===== config.mk =====
export PLATFORM = sky130hd
export DESIGN_NAME = mdu_ctrl
export DESIGN_NICKNAME = d
export VERILOG_FILES = /design/src/rtl/mdu_ctrl_pkg.sv /design/src/rtl/mdu_ctrl_div_core.sv /design/src/rtl/mdu_ctrl.sv
export SDC_FILE = /design/constraint.sdc
export NUM_CORES = 2
export LEC_CHECK = 0
export ABC_AREA = 1
export CAP_MARGIN = 30
export CORE_AREA = 2 2 349 351
export CTS_CLUSTER_DIAMETER = 80
export CTS_CLUSTER_SIZE = 30
export DETAILED_ROUTE_END_ITERATION = 7
export DIE_AREA = 0 0 351 353
export PLACE_DENSITY_LB_ADDON = 0.3
export SETUP_SLACK_MARGIN = 0.05
export SLEW_MARGIN = 20
export SYNTH_ARGS = -nofsm -noshare
export SYNTH_HDL_FRONTEND = slang
export SYNTH_SLANG_ARGS = --single-unit

===== constraint.sdc =====
create_clock -name clk -period 11.8 [get_ports clk]
set_input_delay 1.18 -clock clk [delete_from_list [all_inputs] [get_ports clk]]
set_output_delay 1.18 -clock clk [all_outputs]
set_load 0.1 [all_outputs]

===== src/rtl/mdu_ctrl_pkg.sv =====
// Shared funct codes and sequencer state encoding for the multiply/divide unit.
package mdu_ctrl_pkg;

    localparam logic [5:0] EXE_MULT  = 6'b011000;
    localparam logic [5:0] EXE_MULTU = 6'b011001;
    localparam logic [5:0] EXE_DIV   = 6'b011010;
    localparam logic [5:0] EXE_DIVU  = 6'b011011;
    localparam logic [5:0] EXE_MTHI  = 6'b010001;
    localparam logic [5:0] EXE_MTLO  = 6'b010011;

    typedef enum logic [1:0] {
        MDU_IDLE = 2'd0,
        MDU_RUN  = 2'd1,
        MDU_DONE = 2'd2
    } mdu_state_e;

endpackage


===== src/rtl/mdu_ctrl_div_core.sv =====
// Radix-2 restoring divider datapath: one unsigned subtract-and-shift per step.
module div_core #(
    parameter int unsigned WIDTH = 32
) (
    input  logic             clk,
    input  logic             rst,
    input  logic             load_i,
    input  logic             step_i,
    input  logic [WIDTH-1:0] dividend_i,
    input  logic [WIDTH-1:0] divisor_i,
    output logic [WIDTH-1:0] quo_o,
    output logic [WIDTH-1:0] rem_o
);

    logic [WIDTH-1:0] rem_q, rem_d;
    logic [WIDTH-1:0] quo_q, quo_d;
    logic [WIDTH-1:0] div_q, div_d;
    logic [WIDTH+1:0] trial;

    // Two guard bits: the shifted partial remainder can reach 2^(WIDTH+1)-1.
    assign trial = {1'b0, rem_q, quo_q[WIDTH-1]} - {2'b00, div_q};

    always_comb begin
        rem_d = rem_q;
        quo_d = quo_q;
        div_d = div_q;
        if (load_i) begin
            rem_d = '0;
            quo_d = dividend_i;
            div_d = divisor_i;
        end else if (step_i) begin
            if (trial[WIDTH+1]) begin
                rem_d = {rem_q[WIDTH-2:0], quo_q[WIDTH-1]};
                quo_d = {quo_q[WIDTH-2:0], 1'b0};
            end else begin
                rem_d = trial[WIDTH-1:0];
                quo_d = {quo_q[WIDTH-2:0], 1'b1};
            end
        end
    end

    always_ff @(posedge clk) begin
        if (rst) begin
            rem_q <= '0;
            quo_q <= '0;
            div_q <= '0;
        end else begin
            rem_q <= rem_d;
            quo_q <= quo_d;
            div_q <= div_d;
        end
    end

    assign quo_o = quo_q;
    assign rem_o = rem_q;

endmodule


===== src/rtl/mdu_ctrl.sv =====
// EX-stage multiply/divide sequencer owning HI/LO; stalls the pipe during a divide.
// Optional MDU_EARLY_ZERO_EN: a divide by zero skips the iteration phase.
module mdu_ctrl
    import mdu_ctrl_pkg::*;
#(
    parameter int unsigned WIDTH = 32
) (
    input  logic             clk,
    input  logic             rst,
    input  logic             valid_i,
    input  logic             flush_i,
    input  logic [5:0]       alucontrol,
    input  logic [WIDTH-1:0] a_i,
    input  logic [WIDTH-1:0] b_i,
    output logic             stall_o,
    output logic             busy_o,
    output logic [WIDTH-1:0] hi_o,
    output logic [WIDTH-1:0] lo_o
);

    localparam int unsigned CntW = $clog2(WIDTH);
    localparam logic [CntW-1:0] CntLast = CntW'(WIDTH - 1);

    mdu_state_e       state_q, state_d;
    logic [CntW-1:0]  cnt_q, cnt_d;
    logic [WIDTH-1:0] hi_q, hi_d, lo_q, lo_d;
    logic [WIDTH-1:0] araw_q, araw_d;
    logic             qsign_q, qsign_d, rsign_q, rsign_d, zero_q, zero_d;

    logic             go, is_div, is_mul, is_signed, load, step;
    logic [WIDTH-1:0] mag_a, mag_b, quo, rem;
    logic [2*WIDTH-1:0] ext_a, ext_b, prod;

    assign go        = valid_i & ~flush_i & (state_q == MDU_IDLE);
    assign is_div    = (alucontrol == EXE_DIV) | (alucontrol == EXE_DIVU);
    assign is_mul    = (alucontrol == EXE_MULT) | (alucontrol == EXE_MULTU);
    assign is_signed = (alucontrol == EXE_DIV) | (alucontrol == EXE_MULT);

    assign mag_a = (is_signed & a_i[WIDTH-1]) ? -a_i : a_i;
    assign mag_b = (is_signed & b_i[WIDTH-1]) ? -b_i : b_i;

    // Sign-extending to 2*WIDTH makes one unsigned multiply serve both flavours.
    assign ext_a = {{WIDTH{is_signed & a_i[WIDTH-1]}}, a_i};
    assign ext_b = {{WIDTH{is_signed & b_i[WIDTH-1]}}, b_i};
    assign prod  = ext_a * ext_b;

    div_core #(
        .WIDTH(WIDTH)
    ) u_div_core (
        .clk       (clk),
        .rst       (rst),
        .load_i    (load),
        .step_i    (step),
        .dividend_i(mag_a),
        .divisor_i (mag_b),
        .quo_o     (quo),
        .rem_o     (rem)
    );

    always_comb begin
        state_d = state_q;
        cnt_d   = cnt_q;
        hi_d    = hi_q;
        lo_d    = lo_q;
        araw_d  = araw_q;
        qsign_d = qsign_q;
        rsign_d = rsign_q;
        zero_d  = zero_q;
        load    = 1'b0;
        step    = 1'b0;
        stall_o = 1'b0;
        unique case (state_q)
            MDU_IDLE: begin
                if (go && is_div) begin
                    load    = 1'b1;
                    stall_o = 1'b1;
                    cnt_d   = '0;
                    araw_d  = a_i;
                    qsign_d = is_signed & (a_i[WIDTH-1] ^ b_i[WIDTH-1]);
                    rsign_d = is_signed & a_i[WIDTH-1];
                    zero_d  = (b_i == '0);
`ifdef MDU_EARLY_ZERO_EN
                    state_d = (b_i == '0) ? MDU_DONE : MDU_RUN;
`else
                    state_d = MDU_RUN;
`endif
                end else if (go && is_mul) begin
                    {hi_d, lo_d} = prod;
                end else if (go && alucontrol == EXE_MTHI) begin
                    hi_d = a_i;
                end else if (go && alucontrol == EXE_MTLO) begin
                    lo_d = a_i;
                end
            end
            MDU_RUN: begin
                stall_o = 1'b1;
                if (flush_i) begin
                    state_d = MDU_IDLE;
                    cnt_d   = '0;
                end else begin
                    step = 1'b1;
                    if (cnt_q == CntLast) begin
                        state_d = MDU_DONE;
                        cnt_d   = '0;
                    end else begin
                        cnt_d = cnt_q + 1'b1;
                    end
                end
            end
            MDU_DONE: begin
                state_d = MDU_IDLE;
                cnt_d   = '0;
                if (!flush_i) begin
                    if (zero_q) begin
                        hi_d = araw_q;
                        lo_d = '1;
                    end else begin
                        lo_d = qsign_q ? -quo : quo;
                        hi_d = rsign_q ? -rem : rem;
                    end
                end
            end
            default: state_d = MDU_IDLE;
        endcase
    end

    always_ff @(posedge clk) begin
        if (rst) begin
            state_q <= MDU_IDLE;
            cnt_q   <= '0;
            hi_q    <= '0;
            lo_q    <= '0;
            araw_q  <= '0;
            qsign_q <= 1'b0;
            rsign_q <= 1'b0;
            zero_q  <= 1'b0;
        end else begin
            state_q <= state_d;
            cnt_q   <= cnt_d;
            hi_q    <= hi_d;
            lo_q    <= lo_d;
            araw_q  <= araw_d;
            qsign_q <= qsign_d;
            rsign_q <= rsign_d;
            zero_q  <= zero_d;
        end
    end

    assign busy_o = (state_q != MDU_IDLE);
    assign hi_o   = hi_q;
    assign lo_o   = lo_q;

endmodule

==> summary.md <==
| Metric | Value |
|---|---|
| Simple-gate share of the synthesized area | `0.196` |
| Endpoint type of the worst setup path | `flip-flop` |
| Die height | `353 um` |
| P&R area growth vs syn | `6.27%` |
| Xor-xnor portion of the synthesized cell area | `0.0116` |
| CTS tree | `built` |
| First-pass GRT wire length | `308 mm` |
| Worst path buffer plus inverter count | `7` |
| Share of cells above drive strength 1 | `0.0402` |
| CP arrival | `10.51 ns` |
| Worst path most repeated cell | `fa_1` |
| Post-route DRC | `0` |
| Least-Margin Pin Slew | `1.12 ns` |
| Commonest cells in the synthesized netlist | `inv_1 (1,786), nand2_1 (1,715), fa_1 (1,126), nor2_1 (396), a21oi_1 (355)` |
| Worst hold path type | `reg -> reg` |
| Critical Path Start | `a_i[31]` |
| Hold_buf cts | `0` |
| Top cell type's share of synthesized area | `0.420` |
| Dpl hpwl | `164 mm` |
| Footprint of the multi-input gates | `41,400 um2` |
| F_max | `0.0998 GHz` |
| Startpoint types | `input port` |
| Vias in the first global route | `~50,000` |
| Crit path to | `hi_o[27]` |
| Dominant delay contributor by cell family on the critical path | `adder cells` |
| Die area | `124,000 um2` |
| Worst skew pair latency | `0.55 ns` |
| Drt wl/cell | `22.8 um` |
| Initial core utilization | `0.446` |
| Core Area | `around 120,000 um2` |
| GR Util All Layers | `0.330` |
| Post-layout net count | `8,558` |
| H-tree levels | `1` |
| Post-synth cell types | `60` |
| Crit Path Class | `in -> reg` |
| RSZ-0062 raised after global routing | `no` |
| Synth area leader | `fa_1` |
| Tmin final | `10.02 ns` |
| Net Count, Synth | `8,655` |
| Mean Syn Cell Area | `7.46 um2` |
| Post-synth ARST share | `0` |
| Post-cts gate resize count | `0` |
| Max incr delay on CP | `around 1.0 ns` |
| Initial DRC count | `4,216` |
| Crit Path Max Fanout | `23` |
| Pins Over Slew Limit | `0` |
| Fillers | `12,200` |
| Postcts setup bufs | `0` |
| Initial antenna violation count | `15` |
| Syn Std Cell Area | `53,700 um2` |
| Final Wtd Congestion | `1.05` |
| Required time of the critical path | `between 10 and 15 ns` |
| Multiplexer share of the synthesized area | `0` |
| Reg2reg path depth | `13` |
| Ys Warns | `0` |
| Antenna Nets Post-Route | `0` |
| Row cnt | `128` |
| Post-synth EDFFs | `0` |
| Largest family of logic cells by synthesized area | `adder cells` |
| CTS max path bufs | `3` |
| Hold Fails Final Rpt | `0` |
| CTS sink cnt | `202` |
| # IOs | `140` |
| Setup TNS | `0 ns` |
| Max_slew headroom | `0.256` |
| WP depth | `29` |
| Crit-path slowest cell | `clkdlybuf4s50_1` |
| Die width | `351 um` |
| GRT overflow | `0` |
| Outcome | `complete, no violations` |
| Clock slew at reported path FFs | `0.10 ns` |
| Clock skew | `0.0383 ns` |
| PortBufs | `139` |
| R2r setup slk | `8.46 ns` |
| CTS Buf Count | `19` |
| Compound-gate portion of the synthesized area | `0.0844` |
| DR vias | `47,300` |
| Sequential share of the synthesized area | `0.0753` |
| Setup violators final | `0` |
| R2r endpoint | `u_div_core.rem_o[18]` |
| FF-to-FF Start | `u_div_core.rem_o[11]` |
| #FFs+latches synth | `202` |
| Root Driver | `clkbuf_16` |
| Max-cap violation count | `0` |
| Ys flop type | `dfxtp_1` |
| Leading cell types by total area after synthesis | `fa_1 (42%), inv_1 (12%), nand2_1 (12%), dfxtp_1 (7.5%), ha_1 (5.8%)` |
| Period utilisation layout | `0.849` |
| Largest net degree at the start of global routing | `74` |
| First-pass DRT Iterations | `6` |
| Top-count cell post-synth | `inv_1` |
| Seq. cell area | `4040 um2` |
| Detailed Route WL | `about 200 mm` |
| Avg Vias per Cell | `5.41` |
| Post-synthesis adder-cell area fraction | `0.478` |
| Synthesized instance count | `7,204` |
==> through the flow <==
stage	util	hold slack (ns)	worst slack (ns)	instances	instance area, um2
6_report	0.473	0.459	1.78	8746	57100
5_1_grt	0.473	0.478	1.28	8744	57100
4_1_cts	0.473	0.460	1.81	8743	57100
3_5_place_dp	0.468	0.442	1.29	8710	56400
3_3_place_gp	0.467	0.440	1.20	8707	56300
2_1_floorplan	-	0.423	3.24	7204	53700
==> metal layers <==
layer  track usage  up-vias  part of all wire
li1              -    21000                 -
met1         0.427    23800              0.40
met2         0.542     2015              0.47
met3        0.0523      488             0.077
met4         0.153       14             0.060
met5             0        -           0.00049
==> worst register-to-register path, cell delays in order, from the launching register on <==
cell	delay (ns)
dfxtp_1	0.62
ha_1	0.33
nand2_1	0.13
nor2_1	0.16
inv_1	0.08
nor2_2	0.11
inv_2	0.07
nor4_2	0.21
nand3_1	0.14
nand3_2	0.21
buf_4	0.54
nand3_1	0.36
nand3_1	0.14
a21oi_1	0.08
==> worst min-delay path by stage <==
stage	from	endpoint	slack (ns)	cells past startpoint
floorplan	araw_q[0]	araw_q[0]	0.42	2
global placement	araw_q[0]	araw_q[0]	0.44	2
detailed placement	araw_q[8]	araw_q[8]	0.44	2
CTS	araw_q[14]	araw_q[14]	0.46	2
global route	araw_q[14]	araw_q[14]	0.48	2
finish	araw_q[10]	araw_q[10]	0.46	2
==> kinds of logic after synthesis <==
group,Yosys count
compound gates,814
xor+xnor,71
fa+ha+maj,1377
buf+inv,2184
flops,202
simple gates,2556
==> registers in the layout, indices dropped and copies added, names as in the netlist <==
register,count
u_div_core.rem_o,32
state_q,2
araw_q,32
hi_o,32
rsign_q,1
u_div_core.quo_o,32
cnt_q,5
zero_q,1
qsign_q,1
lo_o,32
u_div_core.div_q,32
==> layout make-up <==
cell class / count / share of cell area
multi-input cells: 4818 / 0.725
repair buffers: 250 / 0.0373
inverters: 1816 / 0.119
clock inverters: 14 / 0.00357
flip-flops and latches: 202 / 0.0708
diodes: 2 / 0.0000877
clock buffers: 19 / 0.00833
well taps: 1625 / 0.0356
==> placed cells by master, fill, tap and decap left out, types with 6 or more instances in the layout <==
cell type           n
a211oi_1           17
a21o_1             19
a21oi_1           355
a31oi_1            27
buf_2              38
buf_4             104
clkbuf_16          19
clkdlybuf4s50_1   101
dfxtp_1           202
fa_1             1126
ha_1              251
inv_1            1785
inv_2              28
nand2_1          1714
nand2_2             7
nand3_1           242
nand3_2            11
nand3b_1           14
nand4_1            45
nor2_1            395
nor2_2             15
nor3_1             53
nor4_1             10
o211ai_1           24
o21a_1              6
o21ai_0           227
o21ai_1            39
o21bai_1           19
o221ai_1           10
o22ai_1            36
o31ai_1             7
or2_2              16
xnor2_1            31
xor2_1             40
Power is not shown: default switching activity piles up to over one toggle a cycle in this logic, so the estimate is an artifact.
